$ cat src/rtl/sti_pkg.sv
// Shared definitions for the STI receive path.
//   STI_LEN8..STI_LEN32 : frame length codes (8/16/24/32 bits)
//   sti_len_bits(code)  : number of data bits for a length code
//   sti_len_mask(code)  : right-justified mask of the valid data bits
//   sti_rx_state_t      : receiver FSM state; ST_PAR exists only when
//                         STI_RX_PARITY_EN is defined.
package sti_pkg;

  localparam logic [1:0] STI_LEN8  = 2'd0;
  localparam logic [1:0] STI_LEN16 = 2'd1;
  localparam logic [1:0] STI_LEN24 = 2'd2;
  localparam logic [1:0] STI_LEN32 = 2'd3;

  typedef enum logic [1:0] {
    ST_IDLE  = 2'd0,
    ST_SHIFT = 2'd1,
`ifdef STI_RX_PARITY_EN
    ST_PAR   = 2'd2,
`endif
    ST_DRAIN = 2'd3
  } sti_rx_state_t;

  // N = 8 * (code + 1)
  function automatic logic [5:0] sti_len_bits(input logic [1:0] code);
    return {1'b0, code, 3'b000} + 6'd8;
  endfunction

  function automatic logic [31:0] sti_len_mask(input logic [1:0] code);
    logic [31:0] m;
    case (code)
      STI_LEN8:  m = 32'h0000_00FF;
      STI_LEN16: m = 32'h0000_FFFF;
      STI_LEN24: m = 32'h00FF_FFFF;
      default:   m = 32'hFFFF_FFFF;
    endcase
    return m;
  endfunction

endpackage

$ cat src/rtl/sti_rx_shifter.sv
// Shift register and bit counter for the STI receiver.
//   start      : first bit of a frame; latches cfg_length/cfg_msb, clears sh,
//                captures bit 0 and sets the count to 1
//   shift_en   : capture one further bit
//   si_data    : serial bit
//   cfg_length : length code, sampled on start only
//   cfg_msb    : 1 = MSB-first insertion, 0 = LSB-first, sampled on start only
//   sh         : assembled bits (right-justified, unused bits 0)
//   len_q      : latched length code of the current frame
//   last       : high in the cycle whose capture completes the frame
module sti_rx_shifter
  import sti_pkg::*;
#(
  parameter int unsigned LEN_W = 2
) (
  input  logic             clk,
  input  logic             reset,
  input  logic             start,
  input  logic             shift_en,
  input  logic             si_data,
  input  logic [LEN_W-1:0] cfg_length,
  input  logic             cfg_msb,
  output logic [31:0]      sh,
  output logic [LEN_W-1:0] len_q,
  output logic             last
);

  logic [5:0] cnt;
  logic       msb_q;

  always_ff @(posedge clk) begin
    if (reset) begin
      sh    <= '0;
      cnt   <= '0;
      len_q <= '0;
      msb_q <= 1'b0;
    end else if (start) begin
      len_q <= cfg_length;
      msb_q <= cfg_msb;
      // Bit 0 lands at sh[0] for both orders; the rest is cleared so that
      // bits above N stay zero.
      sh    <= {31'b0, si_data};
      cnt   <= 6'd1;
    end else if (shift_en) begin
      cnt <= cnt + 6'd1;
      if (msb_q) begin
        sh <= {sh[30:0], si_data};
      end else begin
        sh[cnt[4:0]] <= si_data;
      end
    end
  end

  // The capture in progress is bit number cnt (0-based); it is the last
  // one when cnt + 1 equals N.
  assign last = shift_en && ((cnt + 6'd1) == sti_len_bits(2'(len_q)));

endmodule

$ cat src/rtl/sti_rx.sv
// STI serial-to-parallel receiver.
// Samples si_data while si_valid is high, reassembles 8/16/24/32-bit words
// (MSB- or LSB-first), and offers them on a valid/ready holding register.
// Optional feature macro: STI_RX_PARITY_EN (one even-parity bit per frame).
// Ports:
//   clk, reset           : clock, synchronous active-high reset
//   si_data, si_valid    : serial bit and frame strobe
//   cfg_length, cfg_msb  : frame length code and bit order (first bit only)
//   po_data, po_length   : held word (right-justified) and its length code
//   po_valid, po_ready   : holding register handshake
//   err_short/long/ovr/par : sticky error flags
//   err_clr              : one-cycle clear of the sticky flags
module sti_rx
  import sti_pkg::*;
#(
  parameter int unsigned LEN_W = 2
) (
  input  logic             clk,
  input  logic             reset,
  input  logic             si_data,
  input  logic             si_valid,
  input  logic [LEN_W-1:0] cfg_length,
  input  logic             cfg_msb,
  output logic [31:0]      po_data,
  output logic [LEN_W-1:0] po_length,
  output logic             po_valid,
  input  logic             po_ready,
  output logic             err_short,
  output logic             err_long,
  output logic             err_ovr,
  output logic             err_par,
  input  logic             err_clr
);

  sti_rx_state_t    state, state_next;
  logic [31:0]      sh;
  logic [31:0]      data_masked;
  logic [LEN_W-1:0] len_q;
  logic             last;
  logic             start, shift_en;
  logic             done_set, done_q;
  logic             short_set, long_set, ovr_set, load;

  sti_rx_shifter #(.LEN_W(LEN_W)) u_shifter (
    .clk        (clk),
    .reset      (reset),
    .start      (start),
    .shift_en   (shift_en),
    .si_data    (si_data),
    .cfg_length (cfg_length),
    .cfg_msb    (cfg_msb),
    .sh         (sh),
    .len_q      (len_q),
    .last       (last)
  );

  assign data_masked = sh & sti_len_mask(2'(len_q));

  // State register
  always_ff @(posedge clk) begin
    if (reset) state <= ST_IDLE;
    else       state <= state_next;
  end

  // Next state
  always_comb begin
    state_next = state;
    case (state)
      ST_IDLE:  if (si_valid) state_next = ST_SHIFT;
      ST_SHIFT: begin
        if (!si_valid) state_next = ST_IDLE;
`ifdef STI_RX_PARITY_EN
        else if (last) state_next = ST_PAR;
`else
        else if (last) state_next = ST_DRAIN;
`endif
      end
`ifdef STI_RX_PARITY_EN
      ST_PAR:   state_next = si_valid ? ST_DRAIN : ST_IDLE;
`endif
      ST_DRAIN: if (!si_valid) state_next = ST_IDLE;
      default:  state_next = ST_IDLE;
    endcase
  end

  // FSM outputs
  logic par_bad;
  always_comb begin
    start     = (state == ST_IDLE) && si_valid;
    shift_en  = (state == ST_SHIFT) && si_valid;
    long_set  = (state == ST_DRAIN) && si_valid;
    short_set = (state == ST_SHIFT) && !si_valid;
    par_bad   = 1'b0;
`ifdef STI_RX_PARITY_EN
    if (state == ST_PAR) begin
      short_set = !si_valid;
      par_bad   = si_valid && (si_data != ^data_masked);
    end
    done_set  = (state == ST_PAR) && si_valid;
`else
    done_set  = last;
`endif
  end

  // done is registered so the load sees the completed shift register.
  always_ff @(posedge clk) begin
    if (reset) done_q <= 1'b0;
    else       done_q <= done_set;
  end

  assign load    = done_q && (!po_valid || po_ready);
  assign ovr_set = done_q && po_valid && !po_ready;

  // Holding register
  always_ff @(posedge clk) begin
    if (reset) begin
      po_data   <= '0;
      po_length <= '0;
      po_valid  <= 1'b0;
    end else if (load) begin
      po_data   <= data_masked;
      po_length <= len_q;
      po_valid  <= 1'b1;
    end else if (po_ready) begin
      po_valid  <= 1'b0;
    end
  end

  // Sticky errors: a set on the same edge as err_clr wins.
  always_ff @(posedge clk) begin
    if (reset) begin
      err_short <= 1'b0;
      err_long  <= 1'b0;
      err_ovr   <= 1'b0;
    end else begin
      err_short <= short_set | (err_short & ~err_clr);
      err_long  <= long_set  | (err_long  & ~err_clr);
      err_ovr   <= ovr_set   | (err_ovr   & ~err_clr);
    end
  end

`ifdef STI_RX_PARITY_EN
  always_ff @(posedge clk) begin
    if (reset) err_par <= 1'b0;
    else       err_par <= par_bad | (err_par & ~err_clr);
  end
`else
  assign err_par = 1'b0;
`endif

endmodule

$ cat config.mk
export PLATFORM = sky130hd
export DESIGN_NAME = sti_rx
export DESIGN_NICKNAME = d
export VERILOG_FILES = /design/src/rtl/sti_pkg.sv /design/src/rtl/sti_rx_shifter.sv /design/src/rtl/sti_rx.sv
export SDC_FILE = /design/constraint.sdc
export NUM_CORES = 1
export LEC_CHECK = 0
export BUFFER_PORTS_ARGS = -buffer_cell sky130_fd_sc_hd__buf_2
export CORE_MARGIN = 1.5
export CORE_UTILIZATION = 63
export DETAILED_ROUTE_END_ITERATION = 10
export HOLD_SLACK_MARGIN = 0.06
export PLACE_DENSITY = 0.85
export SYNTH_ARGS = -nofsm -noshare
export SYNTH_HDL_FRONTEND = slang
export SYNTH_HIERARCHICAL = 1
export SYNTH_SLANG_ARGS = --single-unit
$ cat constraint.sdc
create_clock -name clk -period 3.2 [get_ports clk]
set_input_delay 0.64 -clock clk [delete_from_list [all_inputs] [get_ports clk]]
set_output_delay 0.64 -clock clk [all_outputs]
set_load 0.01 [all_outputs]
==> PnR_summary.wiki, run 1 <==
{| class="wikitable"
! Metric !! Value
|-
| Slew headroom || 17.4%
|-
| Outcome || finished with violations
|-
| Max frequency || around 470 MHz
|-
| Uppermost routed layer || met4
|-
| Port Buf Inserts || between 40 and 50
|-
| Number of antenna repair diodes || 0
|-
| Largest cells by area after synthesis || sky130_fd_sc_hd__dfxtp_1 (39%), sky130_fd_sc_hd__mux2i_1 (4.7%), sky130_fd_sc_hd__nand2_1 (4.1%)
|-
| Antenna violations before repair || 0
|-
| DR vias || between 3000 and 4000
|-
| Total of flip-flops plus latches after synthesis || 82
|-
| Final Non-Filler Cells || 575
|-
| DIE HEIGHT || between 80 and 90 um
|-
| Clock buffer depth || 2
|-
| Wire length per cell || between 15 and 20 um
|-
| Period utilization || about two thirds
|-
| Summed instance area of the synthesized netlist || roughly 4300 um^2
|-
| Detail Route met3 WL || 460 um
|-
| Clock skew after layout || 0.0106 ns
|-
| Detail-routed via count per cell || between 6 and 7
|-
| Warnings, synthesis || 6
|-
| Mean post-synth cell area || a little under 9 um^2
|-
| PD cells || approximately 420 nW/um^2
|-
| WL final || 9.07 mm
|-
| Cell Count Post-Placement || around 560
|-
| Pins Over Slew Limit || 0
|-
| # setup viols final || 0
|-
| Most common cell after layout, fill and taps aside || sky130_fd_sc_hd__dfxtp_1
|-
| Floorplan die area || a little over 7000 um^2
|-
| Clock tree from TritonCTS || done
|-
| Hold slack final || 0.458 ns
|-
| Total power || 1.89 mW
|-
| Fraction of synthesized cell area taken by the top area cell type || 38.6%
|-
| Area inside the core boundary || ~6400 um^2
|-
| Largest net degree at the start of global routing || 65
|-
| Total congestion overflow || 0
|-
| Overall Global Routing Usage || a little over a quarter
|-
| Netlist cell types || 48
|-
| Number of hold violations in the final report || 0
|-
| Endpoint type of the worst setup path || register
|-
| Footprint of the multi-input gates || ~2300 um^2
|-
| Number of enable-type register cells in the synthesized netlist || 0
|-
| TNS Setup || 0 ns
|-
| Setup repair after global routing missed its margin || false
|-
| Crit path launch type || register
|-
| Count of buffers added by post-CTS timing repair for setup || 0
|-
| Synthesized net count || between 400 and 500
|-
| CTS Root Cell || sky130_fd_sc_hd__clkbuf_8
|-
| # IOs || 48
|-
| Filler cells || between 400 and 500
|-
| Number of violations reported at the end of detailed-routing iteration 0 || ~320
|-
| Placement row count || 29
|-
| Number of clock sinks seen by CTS || 82
|-
| Met1 routed wirelength after detailed routing || between 4 and 5 mm
|-
| Critical Path AT || approximately 2.4 ns
|-
| Total iterations of the first detailed-routing run || 8
|-
| Transition at the pin with the smallest max-transition slack || about 1.2 ns
|-
| Violated checks || design-rule violations
|-
| Type of the setup path with the least slack || register to register
|-
| Clock input transition at the sequential cells of the worst setup and hold paths || approximately 0.080 ns
|-
| Min Tclk post-route || ~2.1 ns
|-
| Detail Placement HPWL || 5.79 mm
|-
| Class of the most critical hold timing path || register to register
|-
| FFs w/ async S/R, synth || 0%
|-
| Area taken by flip-flops and latches || 1640 um^2
|-
| Clock latency on the worst-skew pair || approximately 0.35 ns
|-
| Total clock buffers created by CTS || 9
|-
| Cell accounting for the most synthesized area || sky130_fd_sc_hd__dfxtp_1
|-
| Area delta synth->final || 6.06%
|-
| Fraction of layout instances using a drive strength above 1 || about a fifth
|-
| Fin util || 70.3%
|-
| Count of mapped cells out of synthesis || 479
|-
| Sequential fraction of the synthesis area || 38.6%
|-
| Commonest non-fill, non-tap cells in the layout || sky130_fd_sc_hd__dfxtp_1 (81), sky130_fd_sc_hd__nand2_1 (47), sky130_fd_sc_hd__buf_2 (46), sky130_fd_sc_hd__nor2_1 (39), sky130_fd_sc_hd__o21ai_1 (29)
|-
| Top FF cell, synth || sky130_fd_sc_hd__dfxtp_1
|-
| Maximum vdd drop || about 200 uV
|-
| Wire length of the first global-routing pass || ~15 mm
|-
| Die X-Extent || 85.2 um
|-
| Required time worst endpoint || about 3.5 ns
|-
| Number of global-route vias before repair || between 3000 and 4000
|-
| Final weighted congestion in routability-driven placement || between 0.8 and 0.9
|-
| Leak pwr || around 1.8 nW
|-
| # Max-Cap Violations || 0
|-
| Met2 routed wirelength || ~4.3 mm
|-
| Worst Path Max Fanout || 23
|-
| Total Nets Final || slightly above 500
|-
| CTS Hold Bufs || 0
|-
| Resize count post-CTS || 0
|-
| Antenna-violating nets left || 0
|-
| Effective utilization at floorplan || 66.3%
|-
| Level count of the clock H-tree || 3
|-
| DRC errors left || 4
|}
final cells by class:
class / count / area share (%)
clock buffers: 12 / 3.22
clock inverters: 2 / 0.859
inverters: 5 / 0.416
multi-input cells: 340 / 50.1
flip-flops and latches: 82 / 36.4
well taps: 77 / 2.13
repair buffers: 57 / 6.93
metrics by stage:
stage                     cell area, um^2  setup slack [ns]
after floorplan                      4260              1.51
after global placement               4330             0.949
after detailed placement             4330             0.886
after CTS                            4510              1.12
after global routing                 4510             0.861
final                                4510              1.08
kinds of logic after synthesis:
| family | count (synthesis) | synth area share [%] |
|---|---|---|
| DFF | 82 | 38.6 |
| buffers and inverters | 57 | 8.41 |
| and+or+nand+nor | 186 | 25.8 |
| muxes | 20 | 4.70 |
| xor gates and xnor gates | 12 | 2.47 |
| adders and majority gates | 6 | 1.76 |
| other | 1 | 0.0881 |
| AOI/OAI and AO/OA | 115 | 18.2 |
path summary, 6_finish.rpt:
check                end  slack (ns)  depth (start not counted)              from
max             state[1]        1.08                          6  u_shifter/cnt[2]
min reg2reg  po_data[23]        0.46                          2       po_data[23]
max reg2reg     state[1]        1.08                          6  u_shifter/cnt[2]
min          po_data[23]        0.46                          2       po_data[23]
metal layers:
layer / vias up / global-route usage (%)
li1: 1733 / -
met1: 1626 / 35.6
met2: 120 / 42.1
met3: 13 / 5.06
met4: 0 / 12.7
met5: - / 0
report_power, final:
group	internal (mW)	switching [mW]	total (mW)
Clock	0.376	0.349	0.725
Sequential	1.03	0.0137	1.04
Combinational	0.0461	0.0807	0.127
Total	1.45	0.443	1.89
worst max-delay path, cell delays in order (launching register included):
cell and delay [ns]:
sky130_fd_sc_hd__dfxtp_1 0.83, sky130_fd_sc_hd__and2_1 0.38, sky130_fd_sc_hd__nand2_1 0.11, sky130_fd_sc_hd__xnor2_1 0.14
sky130_fd_sc_hd__nor4_1 0.37, sky130_fd_sc_hd__nor2_1 0.07, sky130_fd_sc_hd__nor3_1 0.13
state kept, by name, summed over array words and instances, names as in the netlist:
name and flops:
po_data 32, po_length 2, u_shifter/cnt 6, u_shifter/sh 32, err_long 1, err_ovr 1, state 2, err_short 1
u_shifter/len_q 2, u_shifter/msb_q 1, po_valid 1, done_q 1
synthesized netlist by cell type, types with 12 or more instances:
library cell	count
sky130_fd_sc_hd__nand2b_1	18
sky130_fd_sc_hd__a21oi_1	17
sky130_fd_sc_hd__and4b_1	12
sky130_fd_sc_hd__a311oi_1	15
sky130_fd_sc_hd__dfxtp_1	82
sky130_fd_sc_hd__buf_2	23
sky130_fd_sc_hd__nor2_1	40
sky130_fd_sc_hd__o21ai_0	13
sky130_fd_sc_hd__nand4_1	26
sky130_fd_sc_hd__nand3_1	14
sky130_fd_sc_hd__mux2i_1	20
sky130_fd_sc_hd__o21ai_1	29
sky130_fd_sc_hd__nand2_1	47
Note: power is estimated with default switching activity, not from simulation.
==> inputs of run 2 (changes only) <==
--- a/config.mk
+++ b/config.mk
@@ -7,10 +7,10 @@
 export LEC_CHECK = 0
 export BUFFER_PORTS_ARGS = -buffer_cell sky130_fd_sc_hd__buf_2
 export CORE_MARGIN = 1.5
-export CORE_UTILIZATION = 63
+export CORE_UTILIZATION = 53
 export DETAILED_ROUTE_END_ITERATION = 10
 export HOLD_SLACK_MARGIN = 0.06
-export PLACE_DENSITY = 0.85
+export PLACE_DENSITY = 0.76
 export SYNTH_ARGS = -nofsm -noshare
 export SYNTH_HDL_FRONTEND = slang
 export SYNTH_HIERARCHICAL = 1
==> constraint.sdc (replaced) <==
create_clock -name clk -period 1.88 [get_ports clk]
set_input_delay 0.376 -clock clk [delete_from_list [all_inputs] [get_ports clk]]
set_output_delay 0.376 -clock clk [all_outputs]
set_load 0.01 [all_outputs]
==> PnR_summary.wiki, run 2 (synthesized netlist as in run 1, its figures left out) <==
{| class="wikitable"
! Metric !! Value
|-
| Fraction of layout instances using a drive strength above 1 || 23.0%
|-
| Max frequency || roughly 570 MHz
|-
| Leak pwr || roughly 1.9 nW
|-
| Number of hold violations in the final report || 0
|-
| PD cells || just over 700 nW/um^2
|-
| Total power || about 3.3 mW
|-
| Clock buffer depth || 2
|-
| Level count of the clock H-tree || 3
|-
| Met3 usage || around 6%
|-
| Min Tclk post-route || around 1.8 ns
|-
| Area inside the core boundary || about 7800 um^2
|-
| Total clock buffers created by CTS || 9
|-
| Die X-Extent || between 90 and 100 um
|-
| Detail Placement HPWL || just over 6 mm
|-
| CTS Hold Bufs || 0
|-
| Detail-routed via count per cell || ~5.8
|-
| Source of the worst register-to-register timing path || u_shifter/cnt[0]
|-
| WL final || between 9 and 10 mm
|-
| Clock skew after layout || approximately 0.0073 ns
|-
| Number of violations reported at the end of detailed-routing iteration 0 || 270
|-
| Number of antenna repair diodes || 0
|-
| Maximum vdd drop || ~360 uV
|-
| Met2 track demand over resource || a little over a third
|-
| # IOs || between 40 and 50
|-
| DR vias || 3532
|-
| Global routing's busiest layer || met2
|-
| Class of the most critical hold timing path || input pin to register
|-
| Overall Global Routing Usage || 23.0%
|-
| CTS Root Cell || sky130_fd_sc_hd__clkbuf_8
|-
| Area delta synth->final || 8.97%
|-
| Most common cell after layout, fill and taps aside || sky130_fd_sc_hd__dfxtp_1
|-
| Clock latency on the worst-skew pair || between 0.3 and 0.4 ns
|-
| Antenna-violating nets left || 0
|-
| DRC errors left || 0
|-
| Clock tree from TritonCTS || done
|-
| Worst Setup SP || u_shifter/cnt[0]
|-
| Placement row count || 32
|-
| Floorplan die area || around 8600 um^2
|-
| Transition at the pin with the smallest max-transition slack || roughly 0.77 ns
|-
| Biggest regs || po_data x32, u_shifter/sh x32, u_shifter/cnt x6
|-
| Effective utilization at floorplan || between 50% and 60%
|-
| # setup viols final || 0
|-
| Commonest non-fill, non-tap cells in the layout || sky130_fd_sc_hd__dfxtp_1 (81), sky130_fd_sc_hd__nand2_1 (47), sky130_fd_sc_hd__buf_2 (46), sky130_fd_sc_hd__nor2_1 (39), sky130_fd_sc_hd__o21ai_1 (29)
|-
| Count of buffers added by post-CTS timing repair for setup || 0
|-
| Wire length per cell || ~15 um
|-
| Crit path launch type || register
|-
| Pins Over Slew Limit || 0
|-
| Antenna violations before repair || 0
|-
| Total iterations of the first detailed-routing run || 5
|-
| Endpoint type of the worst setup path || register
|-
| Final weighted congestion in routability-driven placement || between 0.8 and 0.9
|-
| Number of clock sinks seen by CTS || 82
|-
| Number of global-route vias before repair || between 3000 and 4000
|-
| Launch point of the worst hold path || cfg_msb
|-
| Required time worst endpoint || 2.17 ns
|-
| Outcome || completed
|-
| DIE HEIGHT || about 93 um
|-
| Critical Path AT || roughly 2 ns
|-
| Clock input transition at the sequential cells of the worst setup and hold paths || 0.08 ns
|-
| Setup repair after global routing missed its margin || false
|-
| TNS Setup || 0 ns
|-
| # Max-Cap Violations || 0
|-
| Reg-to-reg setup timing slack || about 0.12 ns
|-
| Port Buf Inserts || 46
|-
| Slew headroom || between 40% and 50%
|-
| Period utilization || approximately 93%
|-
| Type of the setup path with the least slack || register to register
|-
| Total congestion overflow || 0
|-
| Largest net degree at the start of global routing || 65
|-
| Wire length of the first global-routing pass || about 16 mm
|-
| Worst Path Max Fanout || 8
|-
| Resize count post-CTS || 0
|-
| Total Nets Final || slightly above 500
|-
| Grt met1 use || a little under a third
|}
[run 2: layout make-up]
cell class / count / area, um^2
Clock buffer: 11 / 141
Clock inverter: 4 / 52.6
Fill cell: 687 / 3130
Inverter: 5 / 18.8
Multi-Input combinational cell: 340 / 2260
Sequential cell: 82 / 1640
Tap cell: 102 / 128
Timing Repair Buffer: 66 / 393
[run 2: where the power goes]
group / switching (mW) / total (mW) / internal (mW)
clock: 0.638 / 1.28 / 0.643
combinational: 0.147 / 0.234 / 0.0862
sequential: 0.0141 / 1.76 / 1.75
[run 2: final timing paths]
check | endpoint | cells past startpoint
hold reg to reg | po_data[23] | 2
hold / removal | u_shifter/msb_q | 3
setup / recovery | state[1] | 6
setup reg to reg | state[1] | 6
[run 2: stage by stage]
stage               utilization (%)  cells  hold slack (ns)  setup slack (ns)  area, um^2
global route                   59.7    610            0.266            0.0253        4640
global placement               57.2    595            0.444             0.143        4440
floorplan                         -    479            0.445             0.381        4260
detailed placement             57.2    595            0.452             0.109        4440
CTS                            59.7    610            0.255            0.0791        4640
finish                         59.7    610            0.258             0.125        4640
[run 2: routing by layer]
metal,part of all wire [%],wire length [um]
met1,48,4450
met2,45,4240
met3,5.1,476
met4,1.8,170
met5,0,0
[run 2: worst max-delay path, stage by stage (launching register included)]
cell and delay [ns]:
sky130_fd_sc_hd__dfxtp_1 0.50, sky130_fd_sc_hd__ha_2 0.35, sky130_fd_sc_hd__xnor2_1 0.14, sky130_fd_sc_hd__nand3_1 0.09
sky130_fd_sc_hd__nor4_1 0.41, sky130_fd_sc_hd__nor2_1 0.07, sky130_fd_sc_hd__nor3_1 0.12
